==> config.mk <==
export PLATFORM = sky130hd
export DESIGN_NAME = move_core
export DESIGN_NICKNAME = d
export VERILOG_FILES = /design/src/rtl/move_pkg.sv /design/src/rtl/move_regfile.sv /design/src/rtl/move_core.sv
export SDC_FILE = /design/constraint.sdc
export NUM_CORES = 2
export LEC_CHECK = 0
export ABC_AREA = 1
export ABC_CLOCK_PERIOD_IN_PS = 32000
export CELL_PAD_IN_SITES_DETAIL_PLACEMENT = 0
export CELL_PAD_IN_SITES_GLOBAL_PLACEMENT = 1
export CORE_AREA = 2 2 226 284
export DETAILED_ROUTE_END_ITERATION = 12
export DIE_AREA = 0 0 228 286
export PLACE_DENSITY = 0.88
export SLEW_MARGIN = 30
export SYNTH_ARGS = -nofsm -noshare
export SYNTH_HDL_FRONTEND = slang
export SYNTH_SLANG_ARGS = --single-unit
==> constraint.sdc <==
create_clock -name clk -period 32 [get_ports clk]
set_input_delay 6.4 -clock clk [delete_from_list [all_inputs] [get_ports clk]]
set_output_delay 6.4 -clock clk [all_outputs]
set_load 0.005 [all_outputs]
==> src/rtl/move_pkg.sv <==
// move_pkg: shared definitions for the move_core transport-triggered CPU.
//   Address map constants for the S/D fields, bit positions of the
//   instruction fields, the control state encoding and small decode helpers.
//   Ports: none (package).
//   Optional feature: MOVE_CORE_SKIP_EN (skip_taken is only used when defined).
package move_pkg;

  // Address map shared by the source and destination fields.
  localparam logic [6:0] REG_BASE  = 7'h00;
  localparam logic [6:0] PC_ADDR   = 7'h20;
  localparam logic [6:0] SKIP_ADDR = 7'h21;
  localparam logic [6:0] HALT_ADDR = 7'h22;
  localparam logic [6:0] PIN_BASE  = 7'h40;

  // Instruction field bit positions.
  localparam int S_LSB  = 0;
  localparam int S_MSB  = 6;
  localparam int I0_BIT = 7;
  localparam int D_LSB  = 8;
  localparam int D_MSB  = 14;
  localparam int I1_BIT = 15;

  typedef enum logic [1:0] {
    ST_RUN   = 2'd0,
    ST_STALL = 2'd1,
    ST_HALT  = 2'd2
  } state_e;

  // True when addr selects pin channel ch (0x40..0x4F window).
  function automatic logic pin_match(input logic [6:0] addr, input int ch);
    return (addr[6:4] == PIN_BASE[6:4]) && (addr[3:0] == 4'(ch));
  endfunction

  // A skip only happens when the value moved into the skip port is zero.
  function automatic logic skip_taken(input logic [6:0] addr, input logic value_is_zero);
    return (addr == SKIP_ADDR) && value_is_zero;
  endfunction

endpackage

==> src/rtl/move_regfile.sv <==
// move_regfile: NREGS x WIDTH data register file for move_core.
//   clk, rst          : clock, asynchronous active-high reset (clears all regs)
//   rd_addr / rd_data : asynchronous read port (returns pre-write value)
//   wr_en / wr_addr / wr_data : synchronous write port
//   The caller guarantees addresses are below NREGS.
module move_regfile #(
  parameter int WIDTH = 16,
  parameter int NREGS = 32
) (
  input  logic             clk,
  input  logic             rst,
  input  logic [4:0]       rd_addr,
  output logic [WIDTH-1:0] rd_data,
  input  logic             wr_en,
  input  logic [4:0]       wr_addr,
  input  logic [WIDTH-1:0] wr_data
);

  logic [WIDTH-1:0] regs_q [NREGS];
  logic [WIDTH-1:0] regs_d [NREGS];

  assign rd_data = regs_q[rd_addr];

  always_comb begin
    regs_d = regs_q;
    if (wr_en) regs_d[wr_addr] = wr_data;
  end

  always_ff @(posedge clk or posedge rst) begin
    if (rst) begin
      for (int i = 0; i < NREGS; i++) regs_q[i] <= '0;
    end else begin
      regs_q <= regs_d;
    end
  end

endmodule

==> src/rtl/move_core.sv <==
// move_core: single-instruction (move) CPU with data registers, PC, skip,
//   halt and streaming pin channels mapped into one 7-bit address space.
//   clk, rst        : clock, asynchronous active-high reset
//   pc              : current instruction address
//   instruction     : {i1, D[6:0], i0, S[6:0]} for the instruction at pc
//   pin_in*         : per-channel input streams (valid/ready)
//   pin_out*        : per-channel output streams (valid/ready)
//   halted          : high while in HALT
//   Optional feature: define MOVE_CORE_SKIP_EN to make a zero written to
//   address 0x21 skip the next instruction; otherwise 0x21 is unmapped.
module move_core
  import move_pkg::*;
#(
  parameter int WIDTH = 16,
  parameter int NREGS = 32,
  parameter int NPINS = 4
) (
  input  logic                   clk,
  input  logic                   rst,
  output logic [WIDTH-1:0]       pc,
  input  logic [15:0]            instruction,
  input  logic [NPINS*WIDTH-1:0] pin_in,
  input  logic [NPINS-1:0]       pin_in_valid,
  output logic [NPINS-1:0]       pin_in_ready,
  output logic [NPINS*WIDTH-1:0] pin_out,
  output logic [NPINS-1:0]       pin_out_valid,
  input  logic [NPINS-1:0]       pin_out_ready,
  output logic                   halted
);

  logic [6:0] s, d;
  logic       i0, i1;

  state_e                   state_q, state_d;
  logic [WIDTH-1:0]         pc_q, pc_d;
  logic [NPINS*WIDTH-1:0]   pin_out_q, pin_out_d;
  logic [NPINS-1:0]         pin_out_valid_q, pin_out_valid_d;

  logic                     s_is_reg, d_is_reg;
  logic [NPINS-1:0]         s_pin, d_pin;
  logic [WIDTH-1:0]         rf_rd_data, rd_val, src_val, wr_val;
  logic                     stall, exec;

  assign s  = instruction[S_MSB:S_LSB];
  assign i0 = instruction[I0_BIT];
  assign d  = instruction[D_MSB:D_LSB];
  assign i1 = instruction[I1_BIT];

  // Source read, write value and stall detection. s_pin only flags a real
  // pin read (i0=0), so immediates aimed at a pin address never consume.
  always_comb begin
    s_is_reg = int'(s - REG_BASE) < NREGS;
    d_is_reg = int'(d - REG_BASE) < NREGS;
    s_pin    = '0;
    d_pin    = '0;
    rd_val   = '0;
    for (int ch = 0; ch < NPINS; ch++) begin
      s_pin[ch] = pin_match(s, ch) && !i0;
      d_pin[ch] = pin_match(d, ch);
      if (pin_match(s, ch)) rd_val = pin_in[ch*WIDTH +: WIDTH];
    end
    if (s_is_reg) rd_val = rf_rd_data;
    else if (s == PC_ADDR) rd_val = pc_q + WIDTH'(1);
    src_val = i0 ? {{(WIDTH-7){1'b0}}, s} : rd_val;
    // i1 with a register-to-itself move is the clear idiom.
    wr_val  = (!i0 && i1 && (s == d)) ? '0 : src_val;
    stall   = (|(s_pin & ~pin_in_valid)) ||
              (|(d_pin & pin_out_valid_q & ~pin_out_ready));
    exec    = (state_q == ST_RUN) && !stall;
  end

  // Control FSM and next pc. A stalled instruction is held and re-executed
  // from RUN one cycle after its blocking condition clears.
  always_comb begin
    state_d = state_q;
    pc_d    = pc_q;
    case (state_q)
      ST_RUN: begin
        if (stall) begin
          state_d = ST_STALL;
        end else begin
          pc_d = pc_q + WIDTH'(1);
          if (d == PC_ADDR) pc_d = wr_val;
`ifdef MOVE_CORE_SKIP_EN
          else if (skip_taken(d, wr_val == '0)) pc_d = pc_q + WIDTH'(2);
`endif
          if (d == HALT_ADDR) state_d = ST_HALT;
        end
      end
      ST_STALL: if (!stall) state_d = ST_RUN;
      ST_HALT:  state_d = ST_HALT;
      default:  state_d = ST_RUN;
    endcase
  end

  // Output channels keep draining in every state; a new write wins over
  // the acceptance of the old word so back-to-back writes never stall.
  always_comb begin
    pin_out_d       = pin_out_q;
    pin_out_valid_d = pin_out_valid_q;
    for (int ch = 0; ch < NPINS; ch++) begin
      if (exec && d_pin[ch]) begin
        pin_out_d[ch*WIDTH +: WIDTH] = wr_val;
        pin_out_valid_d[ch]          = 1'b1;
      end else if (pin_out_valid_q[ch] && pin_out_ready[ch]) begin
        pin_out_valid_d[ch] = 1'b0;
      end
    end
  end

  always_ff @(posedge clk or posedge rst) begin
    if (rst) begin
      state_q         <= ST_RUN;
      pc_q            <= '0;
      pin_out_q       <= '0;
      pin_out_valid_q <= '0;
    end else begin
      state_q         <= state_d;
      pc_q            <= pc_d;
      pin_out_q       <= pin_out_d;
      pin_out_valid_q <= pin_out_valid_d;
    end
  end

  move_regfile #(
    .WIDTH (WIDTH),
    .NREGS (NREGS)
  ) u_regfile (
    .clk     (clk),
    .rst     (rst),
    .rd_addr (s[4:0]),
    .rd_data (rf_rd_data),
    .wr_en   (exec && d_is_reg),
    .wr_addr (d[4:0]),
    .wr_data (wr_val)
  );

  // rst gates ready directly so nothing is consumed while reset is held.
  assign pin_in_ready  = (exec && !rst) ? s_pin : '0;
  assign pc            = pc_q;
  assign pin_out       = pin_out_q;
  assign pin_out_valid = pin_out_valid_q;
  assign halted        = (state_q == ST_HALT);

endmodule

==> flow_summary.yaml <==
run_status:
  outcome: "complete, no violations"
synthesis:
  synthAdderAreaFrac_pct: 0.0448
  syn-num-nets: 3671
  synth_xor_xnor_area_share_pct: 0.220
  async_flop_share_pct: 100
  synth_cells: 3580
  synth_edf_count: 0
  muxShareOfSynthArea_pct: 0
  ys.flop_type: "dfrtp_1"
  yosysUniqueCellTypes: 36
  syn_area_um2: 27900
  yosys_register_bits: 598
  synth-seq-area-share_pct: 53.6
  syn_avg_cell_area_um2: 7.80
  synth_top_family_by_area: "simple AND/OR/NAND/NOR gates"
  synth-simple-area-share_pct: 25.2
  synth-compound-area-share_pct: 14.6
  yosysWarnings: 0
layout:
  final_layout_size_suffix_gt1_share_pct: 6.87
  final_common_cell: "nand2_1"
  nFillCells: 6160
  nets: 3697
  layout_common_cells: "nand2_1, dfrtp_1, nor2_1"
  final_cells: 4495
  area_growth_syn_to_layout_pct: 15.7
  fin_area_um2: 32300
sta:
  post-route-period-util_pct: 55.4
  finalCriticalPeriod_ns: 17.71
  fin_skew_ns: 0.0409
  grt_setup_unrepaired: "no"
  hold_viol: 0
  slew_headroom_pct: 35.4
  final-setup-viol-count: 0
  finalSetupTns_ns: 0
  whs_ns: 0.454
  tightest_slew_ns: 0.961
  slew_violations: 0
  fmax_mhz: 56.5
clock_network:
  cts_inserted_buffers: 57
  cts.repair.resized: 0
  cts.hold.buffers_added: 0
  clk_latency_ns: 0.65
  cts-root-buf: "clkbuf_16"
  clockBufferDepth: 3
  numClockSinks: 598
  cts_setup_buffers: 0
  clk_pin_slew_ns: 0.07
  cts_tree: "done"
  h-tree-depth: 2
global_route:
  grt_pass1_vias: 23600
  grt_usage_pct: 27.9
  overflow: 0
  grt_pass1_wl_um: 141000
  grt_max_degree: 158
  antenna_found_initial: 5
power_and_ir_drop:
  switchingPower_uw: 571
  p_per_area_nw_per_um2: 61.6
  p_int_uw: 1420
  leakage_uw: 0.0150
  vdd_drop_max_v: 0.0000460
  power_frac_seq_pct: 46.1
  combinationalPowerShare_pct: 16.2
  clkPwrFrac_pct: 37.7
  sw_frac_of_total_pct: 28.7
die:
  start_util_pct: 44.6
  dieArea_um2: 65200
  coreArea_um2: 62600
  rows: 103
  dieHeight_um: 286
  ios: 179
  die-width_um: 228
critical_path:
  worstSetupPathType: "input pin to output port"
  crit_chain: "clkdlybuf4s50_1 > buf_4 > inv_1 > buf_4 > nand2_2 > nor2_1 > nand2_1 > inv_2 > nand3b_1 > nand2_1 > nor2_2 > nand2_1 > inv_1 > nand2_2 > inv_1 > nand2_1 > nor3_1 > clkdlybuf4s50_1"
  cp_slowest_cell: "nand2_2"
  max_stage_delay_ns: 0.64
  crit_arrival_ns: 11.31
  crit_top_cell: "nand2_1"
  worstSetupEndpointType: "output port"
  required_ns: 25.60
  startpoint_type: "input pin"
  cp_max_fo: 38
  crit_path_start: "instruction[2]"
  r2r-start: "pin_out_valid[0]"
min_path:
  hp-class: "flip-flop to flip-flop"
  min-delay-start: "state_q[1]"
routing:
  routed_wl_um: 90900
  dr.first_iter.drc_count: 2361
  vias: 24300
  drc: 0
  ant_nets: 0
  wire_per_inst_um: 20.2
  avgViaCountPerCell: 5.40
  dr.pass1.iters: 6
placed_design:
  dpl.hpwl_um: 58200
  place_inst: 4387
  portBuffers: 178
  place_area_um2: 30100
  place_congestion: 0.947
flow_run:
  drv_cap: 0
## state kept, by name (all words and copies together), names as in the netlist
signal            count
pin_out              64
state_q               2
pin_out_valid         4
pc                   16
u_regfile.regs_q    512
## cell type report
class | count | area, µm² | share of cell area, %
flip-flops and latches | 598 | 15000 | 46.3
well taps | 840 | 1050 | 3.25
clock inverters | 23 | 385 | 1.19
repair buffers | 216 | 2080 | 6.44
multi-input cells | 2540 | 11400 | 35.2
diodes | 3 | 7.51 | 0.0232
clock buffers | 82 | 1730 | 5.36
inverters | 193 | 732 | 2.27
## cell usage after synthesis (all sizes together) (14+ instances only)
cell type | count | area share (%)
o21ai | 459 | 8.2
nor2 | 600 | 8.3
clkbuf | 139 | 1.9
nand3 | 120 | 2.2
o211ai | 14 | 0.38
a21oi | 225 | 4.0
o22ai | 66 | 1.5
inv | 192 | 2.6
nand2 | 947 | 13
dfrtp | 598 | 54
nand3b | 14 | 0.38
nand4 | 14 | 0.34
buf | 110 | 1.9
or2 | 34 | 0.76
nor3 | 19 | 0.36
## worst max-delay path: cells and delay by family
kind / cells / cell delay (ns)
buffers and inverters: 8 / 2.38
and+or+nand+nor: 10 / 2.48
## layer usage
layer / GRT usage (%) / share of wire [%] / vias to the layer above / wire (µm)
li1: - / - / 11500 / -
met1: 35.1 / 40 / 11600 / 36700
met2: 46.0 / 47 / 844 / 42800
met3: 4.79 / 6.6 / 245 / 5990
met4: 15.4 / 6.0 / 2 / 5410
met5: 0 / 0.015 / - / 14
## logic make-up after synthesis
family	after synthesis
buffers and inverters	442
xor gates and xnor gates	7
adders and majority gates	1
and+or+nand+nor	1753
DFF	598
AOI/OAI and AO/OA	779
## path summary, 6_finish.rpt
path                       slack (ns)                    end  cells past startpoint
setup / recovery                14.29        pin_in_ready[2]                     18
hold / removal                   0.45             state_q[0]                      1
setup reg to reg                28.39  u_regfile.regs_q[460]                      9
hold reg to reg                  0.45             state_q[0]                      1
max in group asynchronous       23.89  u_regfile.regs_q[401]                      4
min in group asynchronous        6.17             pin_out[7]                      2
## through the flow
step                worst slack (ns)  power (µW)  util (%)
floorplan                       5.00        1110         -
global placement               14.43        1240      48.0
detailed placement             14.42        1250      48.1
CTS                            14.39        2000      51.5
global route                   13.91        2080      51.6
finish                         14.29        1990      51.6
## power by group through the flow
| stage | combinational [µW] | sequential, µW | clock [µW] |
|---|---|---|---|
| floorplan | 199 | 914 | 0 |
| global placement | 314 | 926 | 0 |
| detailed placement | 321 | 929 | 0 |
| CTS | 322 | 916 | 761 |
| global route | 364 | 928 | 791 |
| finish | 323 | 917 | 751 |
(Power assumes the default switching activity.)
